`config.mk`:
```
export PLATFORM = sky130hd
export DESIGN_NAME = led_demux4_ctrl_flat
export DESIGN_NICKNAME = d
export VERILOG_FILES = /design/src/rtl/led_demux4_ctrl_if.sv /design/src/rtl/led_demux4_ctrl.sv /design/src/flat_wrapper.sv
export SDC_FILE = /design/constraint.sdc
export NUM_CORES = 1
export LEC_CHECK = 0
export BUFFER_PORTS_ARGS = -buffer_cell sky130_fd_sc_hd__buf_2
export CAP_MARGIN = 10
export CORE_MARGIN = 1.5
export CORE_UTILIZATION = 64
export CTS_CLUSTER_SIZE = 10
export DETAILED_ROUTE_END_ITERATION = 10
export PLACE_DENSITY = 0.86
export SYNTH_ARGS = -nofsm -noshare
export SYNTH_HDL_FRONTEND = slang
export SYNTH_SLANG_ARGS = --single-unit
```
`constraint.sdc`:
```
create_clock -name i_Clk -period 4.4 [get_ports i_Clk]
set_clock_uncertainty 0.15 [all_clocks]
set_input_delay 0.88 -clock i_Clk [delete_from_list [all_inputs] [get_ports i_Clk]]
set_output_delay 0.88 -clock i_Clk [all_outputs]
set_load 0.02 [all_outputs]
```
`src/rtl/led_demux4_ctrl_if.sv`:
```
// Switch-event and LED-drive bundle for led_demux4_ctrl.
// The master side drives the debounced levels; the slave side drives the LEDs.
interface led_demux4_ctrl_if;
   logic       i_Sel_Next;
   logic       i_Data_Toggle;
   logic       i_Clear;
   logic       i_Mode;
   logic [1:0] o_Sel;
   logic       o_LED_1;
   logic       o_LED_2;
   logic       o_LED_3;
   logic       o_LED_4;

   modport master (
      output i_Sel_Next,
      output i_Data_Toggle,
      output i_Clear,
      output i_Mode,
      input  o_Sel,
      input  o_LED_1,
      input  o_LED_2,
      input  o_LED_3,
      input  o_LED_4
   );

   modport slave (
      input  i_Sel_Next,
      input  i_Data_Toggle,
      input  i_Clear,
      input  i_Mode,
      output o_Sel,
      output o_LED_1,
      output o_LED_2,
      output o_LED_3,
      output o_LED_4
   );
endinterface

```
`src/rtl/led_demux4_ctrl.sv`:
```
// Registered 1-to-4 LED demultiplexer with a selection cursor,
// four latched LED bits and an optional blinking cursor indication.
module led_demux4_ctrl #(
   parameter int unsigned CLKS_PER_BLINK = 12500000
) (
   input logic             i_Clk,
   input logic             i_Rst_L,
   led_demux4_ctrl_if.slave bus
);

   localparam int CNT_W =
      (CLKS_PER_BLINK > 1) ? $clog2(CLKS_PER_BLINK) : 1;
   localparam logic [CNT_W-1:0] CNT_MAX =
      CNT_W'(CLKS_PER_BLINK - 1);

   typedef enum logic {
      STATIC = 1'b0,
      BLINK  = 1'b1
   } state_t;

   state_t           r_State;
   state_t           state_d;

   logic [3:0]       r_Prev;
   logic [3:0]       in_now;
   logic [3:0]       rise;
   logic             sel_rise;
   logic             tog_rise;
   logic             clr_rise;
   logic             mode_rise;

   logic [1:0]       r_Sel;
   logic [3:0]       r_Latch;
   logic [3:0]       latch_d;
   logic [CNT_W-1:0] r_Cnt;
   logic             r_Phase;

   logic [3:0]       led_d;
   logic [3:0]       r_Led;
   logic [1:0]       r_Out_Sel;

   assign in_now = {bus.i_Mode, bus.i_Clear,
                    bus.i_Data_Toggle, bus.i_Sel_Next};
   assign rise      = in_now & ~r_Prev;
   assign sel_rise  = rise[0];
   assign tog_rise  = rise[1];
   assign clr_rise  = rise[2];
   assign mode_rise = rise[3];

   // Prev regs reset high so a level held through reset is not an event
   always_ff @(posedge i_Clk or negedge i_Rst_L) begin
      if (!i_Rst_L) begin
         r_Prev <= 4'hF;
      end else begin
         r_Prev <= in_now;
      end
   end

   always_ff @(posedge i_Clk or negedge i_Rst_L) begin
      if (!i_Rst_L) begin
         r_Sel <= 2'd0;
      end else if (sel_rise) begin
         r_Sel <= r_Sel + 2'd1;
      end
   end

   // Clear wins over toggle; toggle uses the cursor before it advances
   always_comb begin
      latch_d = r_Latch;
      if (clr_rise) begin
         latch_d = 4'h0;
      end else if (tog_rise) begin
         latch_d[r_Sel] = ~r_Latch[r_Sel];
      end
   end

   always_ff @(posedge i_Clk or negedge i_Rst_L) begin
      if (!i_Rst_L) begin
         r_Latch <= 4'h0;
      end else begin
         r_Latch <= latch_d;
      end
   end

   always_ff @(posedge i_Clk or negedge i_Rst_L) begin
      if (!i_Rst_L) begin
         r_Cnt   <= '0;
         r_Phase <= 1'b0;
      end else if (mode_rise) begin
         r_Cnt   <= '0;
         r_Phase <= 1'b0;
      end else if (r_Cnt == CNT_MAX) begin
         r_Cnt   <= '0;
         r_Phase <= ~r_Phase;
      end else begin
         r_Cnt   <= r_Cnt + CNT_W'(1);
      end
   end

   always_ff @(posedge i_Clk or negedge i_Rst_L) begin
      if (!i_Rst_L) begin
         r_State <= STATIC;
      end else begin
         r_State <= state_d;
      end
   end

   always_comb begin
      state_d = r_State;
      unique case (r_State)
         STATIC: if (bus.i_Mode) state_d = BLINK;
         BLINK:  if (!bus.i_Mode) state_d = STATIC;
      endcase
   end

   always_comb begin
      led_d = r_Latch;
      unique case (r_State)
         STATIC: led_d = r_Latch;
         BLINK:  led_d[r_Sel] = r_Latch[r_Sel] ^ r_Phase;
      endcase
   end

   // Output stage samples the already-updated state: one extra edge
   always_ff @(posedge i_Clk or negedge i_Rst_L) begin
      if (!i_Rst_L) begin
         r_Led     <= 4'h0;
         r_Out_Sel <= 2'd0;
      end else begin
         r_Led     <= led_d;
         r_Out_Sel <= r_Sel;
      end
   end

   assign bus.o_Sel   = r_Out_Sel;
   assign bus.o_LED_1 = r_Led[0];
   assign bus.o_LED_2 = r_Led[1];
   assign bus.o_LED_3 = r_Led[2];
   assign bus.o_LED_4 = r_Led[3];

endmodule
```
`src/flat_wrapper.sv`:
```
// flat-port wrapper written by rule: the top's interface ports become plain ports
module led_demux4_ctrl_flat 
#(
   parameter int unsigned CLKS_PER_BLINK = 12500000
)
  (i_Clk, i_Rst_L, bus_i_Sel_Next, bus_i_Data_Toggle, bus_i_Clear, bus_i_Mode, bus_o_Sel, bus_o_LED_1, bus_o_LED_2, bus_o_LED_3, bus_o_LED_4);
  led_demux4_ctrl_if bus_i ();
  input logic i_Clk;
  input logic i_Rst_L;
  input wire logic [$bits(bus_i.i_Sel_Next)-1:0] bus_i_Sel_Next;
  input wire logic [$bits(bus_i.i_Data_Toggle)-1:0] bus_i_Data_Toggle;
  input wire logic [$bits(bus_i.i_Clear)-1:0] bus_i_Clear;
  input wire logic [$bits(bus_i.i_Mode)-1:0] bus_i_Mode;
  output wire logic [$bits(bus_i.o_Sel)-1:0] bus_o_Sel;
  output wire logic [$bits(bus_i.o_LED_1)-1:0] bus_o_LED_1;
  output wire logic [$bits(bus_i.o_LED_2)-1:0] bus_o_LED_2;
  output wire logic [$bits(bus_i.o_LED_3)-1:0] bus_o_LED_3;
  output wire logic [$bits(bus_i.o_LED_4)-1:0] bus_o_LED_4;
  assign bus_i.i_Sel_Next = bus_i_Sel_Next;
  assign bus_i.i_Data_Toggle = bus_i_Data_Toggle;
  assign bus_i.i_Clear = bus_i_Clear;
  assign bus_i.i_Mode = bus_i_Mode;
  assign bus_o_Sel = bus_i.o_Sel;
  assign bus_o_LED_1 = bus_i.o_LED_1;
  assign bus_o_LED_2 = bus_i.o_LED_2;
  assign bus_o_LED_3 = bus_i.o_LED_3;
  assign bus_o_LED_4 = bus_i.o_LED_4;
  led_demux4_ctrl #(.CLKS_PER_BLINK(CLKS_PER_BLINK)) u_core (.i_Clk(i_Clk), .i_Rst_L(i_Rst_L), .bus(bus_i));
endmodule
```
==> results of run 1 <==
[cells by family (layout without fill, tap and decap cells)]
group                    Yosys count  after routing
AND/OR/NAND/NOR                   69             69
flip-flops                        42             42
AO/OA/AOI/OAI                     41             41
buffers and inverters             15             26
XOR/XNOR                          13             13
adder cells (fa/ha/maj)            5              5
multiplexers                       2              2
[worst max-delay path by stage]
stage	to	slack, ns	cells after the start
after CTS	u_core.r_Cnt[8]$_DFF_PN0_	1.67	4
final	u_core.r_Cnt[16]$_DFF_PN0_	1.68	4
after detailed placement	u_core.r_Cnt[16]$_DFF_PN0_	1.70	4
after floorplan	u_core.r_Cnt[15]$_DFF_PN0_	2.25	5
after global routing	u_core.r_Cnt[19]$_DFF_PN0_	1.51	4
after global placement	u_core.r_Cnt[2]$_DFF_PN0_	1.83	4
[power breakdown]
group	internal [µW]	leakage (µW)	switching (µW)
Clock	120	0.0000385	132
Combinational	91.4	0.000266	136
Sequential	448	0.000550	51.9
[area by class of cell]
class                           count  area share
Clock inverter                      2      0.0180
Multi-Input combinational cell    130       0.399
Timing Repair Buffer               11      0.0264
Tap cell                           31      0.0186
Clock buffer                        6      0.0198
Sequential cell                    42       0.506
Inverter                            7      0.0126
[per-layer routing]
metal / vias to the layer above / global-route usage / share of wire
li1: 691 / - / -
met1: 727 / 0.332 / 0.46
met2: 38 / 0.379 / 0.48
met3: 11 / 0.0491 / 0.035
met4: 0 / 0.150 / 0.030
met5: - / 0 / 0
[stage by stage]
step / util / total power, µW / cells / setup WS, ns / hold WS (ns)
CTS: 0.738 / 979 / 229 / 1.67 / 0.365
floorplan: - / 663 / 187 / 2.25 / 0.292
global placement: 0.710 / 715 / 221 / 1.83 / 0.327
finish: 0.738 / 979 / 229 / 1.68 / 0.358
detailed placement: 0.710 / 734 / 221 / 1.70 / 0.338
global route: 0.738 / 1030 / 229 / 1.51 / 0.381
[layout by cell type (no fill, tap or decap), drive strengths merged, types with 2 or more instances in the layout]
cell type / n
dfrtp: 38
nand3: 9
nor3: 2
xnor2: 10
a31oi: 4
or4b: 3
nand4: 5
nor4: 3
or4: 3
inv: 7
a21oi: 20
nand2: 8
and4: 2
clkbuf: 6
or3: 10
buf: 11
o21ai: 11
nor2: 15
nor2b: 4
xor2: 3
ha: 5
dfstp: 4
a311oi: 4
[state kept, by name (all words and copies together), names as in the netlist]
register / cells
u_core.r_Cnt: 24
u_core.r_Latch: 4
u_core.r_Led: 4
u_core.r_Prev: 4
u_core.bus.o_Sel: 2
u_core.r_Sel: 2
u_core.r_Phase: 1
u_core.r_State: 1
==> results.tsv, run 1 <==
metric	value	unit
cts_buffer_depth	2	
overflow	0	
worstReg2RegEnd	u_core.r_Cnt[16]$_DFF_PN0_	
synthMuxAreaShare	0.0173	
critPathTopFamily	simple AND/OR/NAND/NOR gates	
multi_input_area	833	µm²
die_x	58.3	µm
synth-edff-count	0	
whs_path_depth	0	
yosysUniqueCellTypes	36	
crit_type	register to register	
dpl_cell_area	2010	µm²
post-cts-setup-buffers	0	
fill_cells	209	
crit_start	u_core.r_Cnt[6]$_DFF_PN0_	
drt_iter0_drc	81	
drt-pass1-iter-count	6	
final_antenna_net_count	0	
reg2reg_from	u_core.r_Cnt[6]$_DFF_PN0_	
fp.coreArea	2830	µm²
yosys.area_share.xor_xnor	0.0583	
required	4.47	ns
synthAdderAreaFrac	0.0320	
end_kind	register	
grt_pass1_vias	1383	
yosysMostFrequentCell	dfrtp_1	
gp_congestion	0.834	
wl_per_cell	16.6	µm
hold_violations	0	
dieArea	3390	µm²
powerDensity	469	nW/µm²
drcViolationCount	0	
path_clk_slew	0.13	ns
num_rows	19	
clk_root_buffer_cell	clkbuf_4	
holdBufCountCts	0	
port_buffers	11	
io_pins	12	
setup_viol	0	
routed_via_density	6.41	
drive_above_1_share	0.146	
min_from	u_core.r_Sel[1]$_DFFE_PN0P_	
antenna_found_initial	0	
clk_latency	0.37	ns
max_freq	0.367	GHz
ys_async_sr_fraction	1.00	
vdd_drop_max	0.000405	V
antenna_cells	0	
grt_max_degree	43	
syn_nets	198	
setup_tns	0	ns
ys_ff_latch	42	
slew_viol_final	0	
synth_ff_type	dfrtp_1	
cp_max_fo	23	
synth_top_area_frac	0.487	
finalCritPeriodShare	0.619	
yosysTopAreaCell	dfrtp_1	
syn_avg_cell_area	10.5	µm²
crit_path_start_kind	register	
final_cell_area	2090	µm²
dpl.hpwl	2630	µm
synth.area.top_cells	dfrtp_1 49%, dfstp_2 5.4%, a21oi_1 5.1%	
wirelength	3790	µm
slowest_stage	o21bai_2	
critical-path-max-stage-delay	0.78	ns
fin_nets	208	
slew_headroom	0.360	
cap_violations	0	
cts_sinks	42	
grt_use_total	0.249	
initial_utilization	0.691	
yosys_warnings	0	
cp.arrival	2.79	ns
min_to	u_core.bus.o_Sel[1]$_DFF_PN0_	
status	finished clean	
yosys.area_share.simple	0.198	
grt_pass1_wl	6200	µm
path_cells	or4b_1 -> or4_4 -> o21bai_2 -> a21oi_1	
cts_tree	yes	
ff2ff_setup_slack	1.68	ns
cp_num_buf_inv	0	
cts.repair.resized	0	
power.leakage	0.000855	µW
netlist_area	1950	µm²
min_period	2.72	ns
synth_top_family_by_area	simple AND/OR/NAND/NOR gates	
syn_to_final_growth	6.85	%
hold_path_class	register to register	
rsz0062_at_grt	no	
seq_area_frac_synth	0.540	
r2r.worst_path.cells	4	
seqCellArea	1060	µm²
synth_compound_area_frac	0.120	
synth_cells	187	
cts_buffers	5	
vias	1467	
worst_pin_slew	0.959	ns
htreeDepth	2	
ys_top_cells_by_count	38 x dfrtp_1, 20 x a21oi_1, 15 x nor2_1	
die_h	58.3	µm
Note: power is estimated with default switching activity, not from simulation.
==> run 2, diff against run 1 <==
--- a/config.mk
+++ b/config.mk
@@ -8,10 +8,10 @@
 export BUFFER_PORTS_ARGS = -buffer_cell sky130_fd_sc_hd__buf_2
 export CAP_MARGIN = 10
 export CORE_MARGIN = 1.5
-export CORE_UTILIZATION = 64
+export CORE_UTILIZATION = 53
 export CTS_CLUSTER_SIZE = 10
 export DETAILED_ROUTE_END_ITERATION = 10
-export PLACE_DENSITY = 0.86
+export PLACE_DENSITY = 0.77
 export SYNTH_ARGS = -nofsm -noshare
 export SYNTH_HDL_FRONTEND = slang
 export SYNTH_SLANG_ARGS = --single-unit
==> constraint.sdc (replaced) <==
create_clock -name i_Clk -period 2.3 [get_ports i_Clk]
set_clock_uncertainty 0.15 [all_clocks]
set_input_delay 0.46 -clock i_Clk [delete_from_list [all_inputs] [get_ports i_Clk]]
set_output_delay 0.46 -clock i_Clk [all_outputs]
set_load 0.02 [all_outputs]
==> run 2 against run 1 <==
  * Clock power is 120% higher
  * Total power rose by 100%
  * Sequential cell count did not move
  * Register-to-register slack worse by 1.6 ns
  * Cell area increased by 5.3%
  * Critical path depth is 1 higher
  * Sequential power rose by 92%
  * Routed wire length down 5.0%
  * Worst setup slack got worse by 1.6 ns
==> results.tsv, run 2 (same netlist as run 1, synthesis figures left out) <==
metric	value	unit
grt_max_degree	43	
hold_violations	0	
p_switching	591	µW
internal_power	1360	µW
wl_per_cell	14.4	µm
htreeDepth	2	
path_clk_slew	0.08	ns
io_pins	12	
cts_buffer_depth	2	
setup_viol	0	
cap_violations	0	
dpl.hpwl	2490	µm
fin_nets	214	
power.leakage	0.000904	µW
grt_pass1_vias	1392	
overflow	0	
largest_reg_flops	24	
antenna_found_initial	0	
setup_slack	0.0757	ns
drt_iter0_drc	104	
crit_cells	5	
end_kind	register	
drcViolationCount	0	
cts_sinks	42	
power_frac_clock	0.288	
holdBufCountCts	0	
fp.coreArea	3440	µm²
clk_root_buffer_cell	clkbuf_8	
combPwrFrac	0.221	
crit_type	register to register	
crit_path_start_kind	register	
wirelength	3600	µm
powerDensity	888	nW/µm²
syn_to_final_growth	12.5	%
clk_latency	0.29	ns
status	finished clean	
critical-path-max-stage-delay	0.56	ns
grt_use_total	0.197	
grt_pass1_wl	6170	µm
largest-register	u_core.r_Cnt	
drive_above_1_share	0.176	
path_cells	or4b_1 -> or4_4 -> o21bai_2 -> buf_12 -> a21oi_1	
gp_congestion	0.858	
postLayoutCoreUtil	0.639	
worst_pin_slew	0.535	ns
slowest_stage	or4_4	
seqPwrFrac	0.492	
port_buffers	11	
antenna_cells	0	
slew_headroom	0.643	
critPathTopFamily	simple AND/OR/NAND/NOR gates	
cp.arrival	2.24	ns
layout_commonest_cell	dfrtp_1	
vdd_drop_max	0.000464	V
cts_tree	yes	
finalCritPeriodShare	0.967	
die_x	63.7	µm
hold_path_class	primary input to async pin	
final_cell_mix	38 x dfrtp_1, 20 x a21oi_1, 15 x nor2_1	
required	2.31	ns
num_rows	21	
slew_viol_final	0	
cts_buffers	5	
drt-pass1-iter-count	4	
routed_via_density	5.89	
dieArea	4060	µm²
dpl_worst_slack	0.0750	ns
die_h	63.7	µm
rsz0062_at_grt	no	
initial_utilization	0.568	
max_freq	0.450	GHz
final_antenna_net_count	0	
swShare	0.303	
setup_tns	0	ns
cp_num_buf_inv	1	
vias	1473	
cp_max_fo	23	
r2r.worst_path.cells	5	
min_period	2.22	ns
-- run 2: final cells by class --
type,instances,area [µm²]
tap,46,57.6
timing repair buffer,17,113
sequential,42,1060
inverter,7,26.3
fill,283,1240
clock inverter,1,30.0
multi-input combinational,130,841
clock buffer,7,76.3
-- run 2: worst paths after layout --
| check | startpoint | end | slack [ns] |
|---|---|---|---|
| worst max-delay path | u_core.r_Cnt[5]$_DFF_PN0_ | u_core.r_Cnt[11]$_DFF_PN0_ | 0.08 |
| worst min-delay path | i_Rst_L | u_core.r_Cnt[23]$_DFF_PN0_ | 0.07 |
| worst max register to register | u_core.r_Cnt[5]$_DFF_PN0_ | u_core.r_Cnt[11]$_DFF_PN0_ | 0.08 |
| worst min register to register | u_core.r_Sel[0]$_DFFE_PN0P_ | u_core.bus.o_Sel[0]$_DFF_PN0_ | 0.36 |
| max in group asynchronous | i_Rst_L | u_core.r_Prev[3]$_DFF_PN1_ | 1.55 |
| min in group i_Clk | bus_i_Data_Toggle | u_core.r_Prev[1]$_DFF_PN1_ | 0.12 |
-- run 2: stage by stage --
step	total power, µW	cell area [µm²]	cells	hold WS (ns)
floorplan	1270	1950	187	0.0144
global placement	1380	2080	241	0.331
detailed placement	1400	2080	241	0.328
CTS	1960	2180	249	0.0870
global route	2060	2200	250	0.102
finish	1950	2200	250	0.0722
-- run 2: routing by layer --
metal	GRT usage	vias to the layer above	wire, µm
li1	-	705	-
met1	0.243	733	1600
met2	0.326	31	1850
met3	0.0607	4	124
met4	0.0707	0	21
met5	0	-	0
-- run 2: worst register-to-register path, stage by stage, from the launching register on --
cell and delay, ns:
dfrtp_1 0.44, or4b_1 0.51, or4_4 0.56, o21bai_2 0.21, buf_12 0.19, a21oi_1 0.06
-- run 2: what timing repair did --
item,in CTS,in global routing
setup buffers,0,1
resized for setup,0,2
setup endpoints to repair,0,5
-- run 2: power groups by stage --
| stage | registers (µW) | logic [µW] | clock network (µW) |
|---|---|---|---|
| 2_1_floorplan | 997 | 271 | 0 |
| 3_3_place_gp | 965 | 415 | 0 |
| 3_5_place_dp | 970 | 432 | 0 |
| 4_1_cts | 958 | 433 | 574 |
| 5_1_grt | 978 | 476 | 604 |
| 6_report | 961 | 431 | 562 |
